$ cat src/rtl/spike_count_classifier.sv
// Per-neuron spike counter over a programmable window, followed by a sequential
// argmax scan that reports the most active neuron with a one-cycle done pulse.
module spike_count_classifier #(
    parameter int NUM_NEURONS  = 4,
    parameter int COUNT_WIDTH  = 16,
    parameter int WINDOW_WIDTH = 16,
    parameter int SEL_WIDTH    = (NUM_NEURONS > 1) ? $clog2(NUM_NEURONS) : 1
) (
    input  logic                    clk,
    input  logic                    rst,
    input  logic                    start,
    input  logic [WINDOW_WIDTH-1:0] window_len,
    input  logic [NUM_NEURONS-1:0]  spike_in,
    output logic                    busy,
    output logic                    done,
    output logic [SEL_WIDTH-1:0]    winner,
    output logic [COUNT_WIDTH-1:0]  winner_count,
    output logic                    no_spike,
    input  logic [SEL_WIDTH-1:0]    cnt_sel,
    output logic [COUNT_WIDTH-1:0]  cnt_dout,
    output logic [1:0]              state_dbg
);

    // Handshake: start is a level sampled only while idle; done is a one-cycle
    // pulse and winner/winner_count/no_spike are valid from that cycle until
    // the next accepted start.
    typedef enum logic [1:0] {
        S_IDLE  = 2'd0,
        S_COUNT = 2'd1,
        S_SCAN  = 2'd2,
        S_DONE  = 2'd3
    } state_t;

    state_t state, state_next;

    logic [COUNT_WIDTH-1:0]  counts [NUM_NEURONS];
    logic [WINDOW_WIDTH-1:0] len_q;
    logic [WINDOW_WIDTH-1:0] timestep;
    logic [SEL_WIDTH-1:0]    scan_idx;
    logic [SEL_WIDTH-1:0]    best_idx;
    logic [COUNT_WIDTH-1:0]  best_cnt;
    logic [SEL_WIDTH-1:0]    winner_q;
    logic [COUNT_WIDTH-1:0]  winner_count_q;
    logic                    no_spike_q;

    logic                    last_step;
    logic                    last_idx;
    logic [COUNT_WIDTH-1:0]  scan_cnt;
    logic                    scan_take;
    logic [SEL_WIDTH-1:0]    scan_best_idx;
    logic [COUNT_WIDTH-1:0]  scan_best_cnt;

    assign last_step = (timestep == len_q - 1'b1);
    assign last_idx  = (scan_idx == SEL_WIDTH'(NUM_NEURONS - 1));

    // Index 0 seeds the running best; later indices need a strictly larger
    // count, so the lowest index wins a tie.
    always_comb begin
        scan_cnt      = counts[scan_idx];
        scan_take     = (scan_idx == '0) || (scan_cnt > best_cnt);
        scan_best_idx = scan_take ? scan_idx : best_idx;
        scan_best_cnt = scan_take ? scan_cnt : best_cnt;
    end

    always_ff @(posedge clk or negedge rst) begin
        if (!rst) begin
            state <= S_IDLE;
        end else begin
            state <= state_next;
        end
    end

    always_comb begin
        state_next = state;
        case (state)
            S_IDLE:  if (start) state_next = S_COUNT;
            S_COUNT: if (last_step) state_next = S_SCAN;
            S_SCAN:  if (last_idx) state_next = S_DONE;
            S_DONE:  state_next = S_IDLE;
            default: state_next = S_IDLE;
        endcase
    end

    always_ff @(posedge clk or negedge rst) begin
        if (!rst) begin
            for (int i = 0; i < NUM_NEURONS; i++) counts[i] <= '0;
            len_q          <= '0;
            timestep       <= '0;
            scan_idx       <= '0;
            best_idx       <= '0;
            best_cnt       <= '0;
            winner_q       <= '0;
            winner_count_q <= '0;
            no_spike_q     <= 1'b0;
        end else begin
            case (state)
                S_IDLE: begin
                    if (start) begin
                        for (int i = 0; i < NUM_NEURONS; i++) counts[i] <= '0;
                        len_q          <= (window_len == '0) ? WINDOW_WIDTH'(1) : window_len;
                        timestep       <= '0;
                        scan_idx       <= '0;
                        winner_q       <= '0;
                        winner_count_q <= '0;
                        no_spike_q     <= 1'b0;
                    end
                end
                S_COUNT: begin
                    for (int i = 0; i < NUM_NEURONS; i++) begin
                        if (spike_in[i] && (counts[i] != '1)) counts[i] <= counts[i] + 1'b1;
                    end
                    timestep <= timestep + 1'b1;
                end
                S_SCAN: begin
                    best_idx <= scan_best_idx;
                    best_cnt <= scan_best_cnt;
                    if (last_idx) begin
                        // Result registers load on the edge into DONE so they are valid with done.
                        scan_idx       <= '0;
                        winner_q       <= scan_best_idx;
                        winner_count_q <= scan_best_cnt;
                        no_spike_q     <= (scan_best_cnt == '0);
                    end else begin
                        scan_idx <= scan_idx + 1'b1;
                    end
                end
                default: ;
            endcase
        end
    end

    always_comb begin
        cnt_dout = '0;
        if (int'(cnt_sel) < NUM_NEURONS) cnt_dout = counts[cnt_sel];
    end

    assign busy         = (state == S_COUNT) || (state == S_SCAN);
    assign done         = (state == S_DONE);
    assign winner       = winner_q;
    assign winner_count = winner_count_q;
    assign no_spike     = no_spike_q;
    assign state_dbg    = state;

endmodule

$ cat config.mk
export PLATFORM = sky130hd
export DESIGN_NAME = spike_count_classifier
export DESIGN_NICKNAME = d
export VERILOG_FILES = /design/src/rtl/spike_count_classifier.sv
export SDC_FILE = /design/constraint.sdc
export NUM_CORES = 1
export LEC_CHECK = 0
export CORE_ASPECT_RATIO = 1.25
export CORE_MARGIN = 3
export CORE_UTILIZATION = 55
export CTS_BUF_LIST = sky130_fd_sc_hd__clkbuf_2 sky130_fd_sc_hd__clkbuf_4 sky130_fd_sc_hd__clkbuf_8
export DETAILED_ROUTE_END_ITERATION = 10
export DONT_BUFFER_PORTS = 1
export HOLD_SLACK_MARGIN = 0.12
export MAX_ROUTING_LAYER = met4
export PLACE_DENSITY = 0.74
export SLEW_MARGIN = 20
export SYNTH_ARGS = -nofsm -noshare
export SYNTH_HDL_FRONTEND = slang
export SYNTH_SLANG_ARGS = --single-unit
$ cat constraint.sdc
create_clock -name clk -period 4.1 [get_ports clk]
set_input_delay 0.82 -clock clk [delete_from_list [all_inputs] [get_ports clk]]
set_output_delay 0.82 -clock clk [all_outputs]
set_load 0.02 [all_outputs]
==> results.toml <==
[worst_setup_path]
ff2ff_path_depth = 9
r2r_setup_slack_ns = 0.26
crit_slowest_cell = "dfrtp_1"
critical_path_arrival_ns = 4.19
endpoint = "best_cnt[12]"
crit_path_end_kind = "flop"
reg2reg_to = "best_cnt[12]"
critPathKind = "flop to flop"
cp.required_ns = 4.45
rr_startpoint = "scan_idx[1]"
worstSetupStartpoint = "scan_idx[1]"
worstSetupPathDepth = 9
path_cells = "mux4_2, ha_1, nand4_1, or4_1, a21o_1, o211ai_1, o31ai_4, or2_2, mux2_2"
worstPathMaxFanout = 21
max_stage_delay_ns = 0.86
crit_family = "simple AND/OR/NAND/NOR gates"
crit_path_start_kind = "flop"
crit_buf_inv = 0

[logic_synthesis]
synth_adder_area_share_pct = 4.433
postSynth.asyncResetShare_pct = 100.0
synth_cells = 785
synth-seq-cells = 137
synth_xor_area_share_pct = 8.453
yosys_warnings = 0
synth-edff-count = 0
post_synth_instance_area_mm2 = 0.008185
synth.distinct_cells = 58
synth_top_flop_cell = "dfrtp_1"
synth.area.mux_share_pct = 16.65
postSynthAreaPerCell_um2 = 10.43
synth_nets = 839
synthSimpleGateAreaFrac_pct = 17.24
ys_seq_area_share_pct = 41.88
synth_top_family_by_area = "simple AND/OR/NAND/NOR gates"
synth_compound_area_share_pct = 8.270

[power]
ir_drop_v = 0.0002789
powerDensity_mw_per_mm2 = 421.0
p_comb_share_pct = 20.1
intPower_mw = 2.551
switching_share_pct = 31.49
p_leak_nw = 3.841
p_seq_share_pct = 46.4
pwr-share-clk_pct = 33.5
p_sw_mw = 1.173

[sta]
slew_headroom_pct = 37.20
rsz0062_at_grt = "false"
worst_slack_ns = 0.2575
maxSlewViolCount = 0
final_hold_viol_count = 0
setup_viol = 0
min_period_ns = 3.842
fin_tns_setup_ns = 0
fmax_mhz = 260.2
clock_skew_ns = 0.009426
period_share_pct = 93.72
tightest_slew_ns = 0.9298

[detailed_routing]
drtIter0Drc = 494
first_pass_iters = 5
viasPerCell = 6.490
wirelength_mm = 19.65
drc = 0
wl_per_cell_um = 20.21
routed-via-count = 6308
antenna_left = 0

[clock_tree]
cts-root-buf = "clkbuf_8"
cts.sinks = 137
worstSkewPairLatency_ns = 0.46
htree_num_levels = 4
clk_pin_slew_ns = 0.08
holdBufCountCts = 1
cts_max_path_buffers = 2
numCtsBuffers = 17
post_cts_buffers = 0
tritoncts = "done"
ctsResizeCount = 0

[worst_hold_path]
holdCritPathClass = "input port to asynchronous set/reset pin"

[place]
dpl_cell_area_mm2 = 0.008366
globalplace.congestion = 0.9706
dpl.hpwl_mm = 14.41
placement.io_buffers = 0
pre_cts_slack_ns = 0.3256

[finish]
stdcell_area_mm2 = 0.008845
postLayoutCoreUtil_pct = 61.13
layout-drive-gt1-share_pct = 15.74
syn_to_final_growth_pct = 8.056
diodes = 0
nNetsFinal = 835

[floorplan]
rows = 49
die_h_um = 142.4
fp.dieW_um = 115.1
dieArea_mm2 = 0.01639
initial_core_util_pct = 56.57
core_mm2 = 0.01447
num_io_pins = 64

[global_route]
grt_max_degree = 138
grt_antenna_before_repair = 0
use_met1_pct = 31.80
use_met2_pct = 41.98
met3_usage_pct = 6.465
grt_most_used_layer = "met2"
grt_pass1_wl_mm = 32.50
grt_overflow = 0
grt_usage_pct = 26.15
grt_pass1_vias = 6469

[flow_run]
cap_violations = 0

[run_status]
status = "complete, no violations"
[cell usage in the layout (no fill, tap or decap), drive strengths merged, types with 9 or more instances in the layout]
| cell type | instances |
|---|---|
| o21ai | 40 |
| xor2 | 53 |
| mux4 | 32 |
| or3 | 12 |
| nand2 | 64 |
| and3 | 15 |
| buf | 10 |
| clkbuf | 21 |
| nor2 | 77 |
| a21oi | 22 |
| nand3 | 36 |
| nand4 | 19 |
| mux2 | 38 |
| ha | 29 |
| xnor2 | 26 |
| dfrtp | 137 |
| nor3 | 9 |
| inv | 32 |
| mux2i | 21 |
| nor4 | 11 |
[Yosys cell counts (all sizes together) (8+ instances only)]
cell type	count	area [µm²]
a21oi	22	113.9
and2	8	50.05
and3	15	93.84
and4	8	70.07
buf	8	36.28
clkbuf	25	95.09
dfrtp	137	3428
ha	29	362.9
inv	32	120.1
mux2	38	431.7
mux2i	21	210.2
mux4	32	720.7
nand2	64	240.2
nand3	36	180.2
nand4	19	118.9
nor2	77	289.0
nor3	9	45.04
nor4	11	68.82
o21ai	40	200.2
or3	12	75.07
xnor2	26	227.7
xor2	53	464.2
[metrics by stage]
step,power [mW],instances,hold slack (ns)
after floorplan,2.228,785,0.4753
after detailed placement,2.454,939,0.5112
after global placement,2.413,939,0.4896
after global routing,3.903,972,0.3405
after CTS,3.734,972,0.3678
final,3.723,972,0.3543
[layer usage]
metal  vias to the layer above  share of wire (%)
li1                       2826                  -
met1                      3165                 40
met2                       266                 50
met3                        51                7.2
met4                         0                2.9
met5                         -                  0
[sequential cells by signal (all words and copies together) (netlist names)]
signal	count
counts	64
len_q	16
winner	2
winner_count	16
scan_idx	2
no_spike	1
best_cnt	16
best_idx	2
state_dbg	2
timestep	16
[how the worst min path moves through the flow]
stage,slack (ns),depth (start not counted),to,startpoint
CTS,0.37,1,winner_count[2],rst
floorplan,0.48,1,counts[12],counts[12]
detailed placement,0.51,1,best_idx[0],best_idx[0]
finish,0.35,1,winner_count[2],rst
global route,0.34,1,winner_count[2],rst
global placement,0.49,1,best_idx[1],best_idx[1]
[power by group through the flow]
stage                     Clock (mW)  Sequential [mW]  Combinational [mW]
after detailed placement           0             1.74               0.714
after global placement             0             1.73               0.685
after CTS                       1.27             1.71               0.748
after global routing            1.32             1.75               0.836
after floorplan                    0             1.64               0.587
final                           1.25             1.73               0.749
[cell families after synthesis]
| kind of cell | after synthesis |
|---|---|
| and+or+nand+nor | 281 |
| DFF | 137 |
| AOI/OAI and AO/OA | 103 |
| muxes | 91 |
| xor gates and xnor gates | 79 |
| buffers and inverters | 65 |
| adders and majority gates | 29 |
[area by class of cell]
type	count	area [µm²]
clock inverters	11	168.9
repair buffers	10	95.09
fillers	1166	5624
flip-flops and latches	137	3428
well taps	178	222.7
multi-input cells	583	4527
clock buffers	21	282.8
inverters	32	120.1
[worst register-to-register path: stages (launching register included)]
cell and delay [ns]:
dfrtp_1 0.86, mux4_2 0.48, ha_1 0.34, nand4_1 0.18
or4_1 0.57, a21o_1 0.18, o211ai_1 0.14, o31ai_4 0.13
or2_2 0.49, mux2_2 0.36
(Power assumes the default switching activity.)
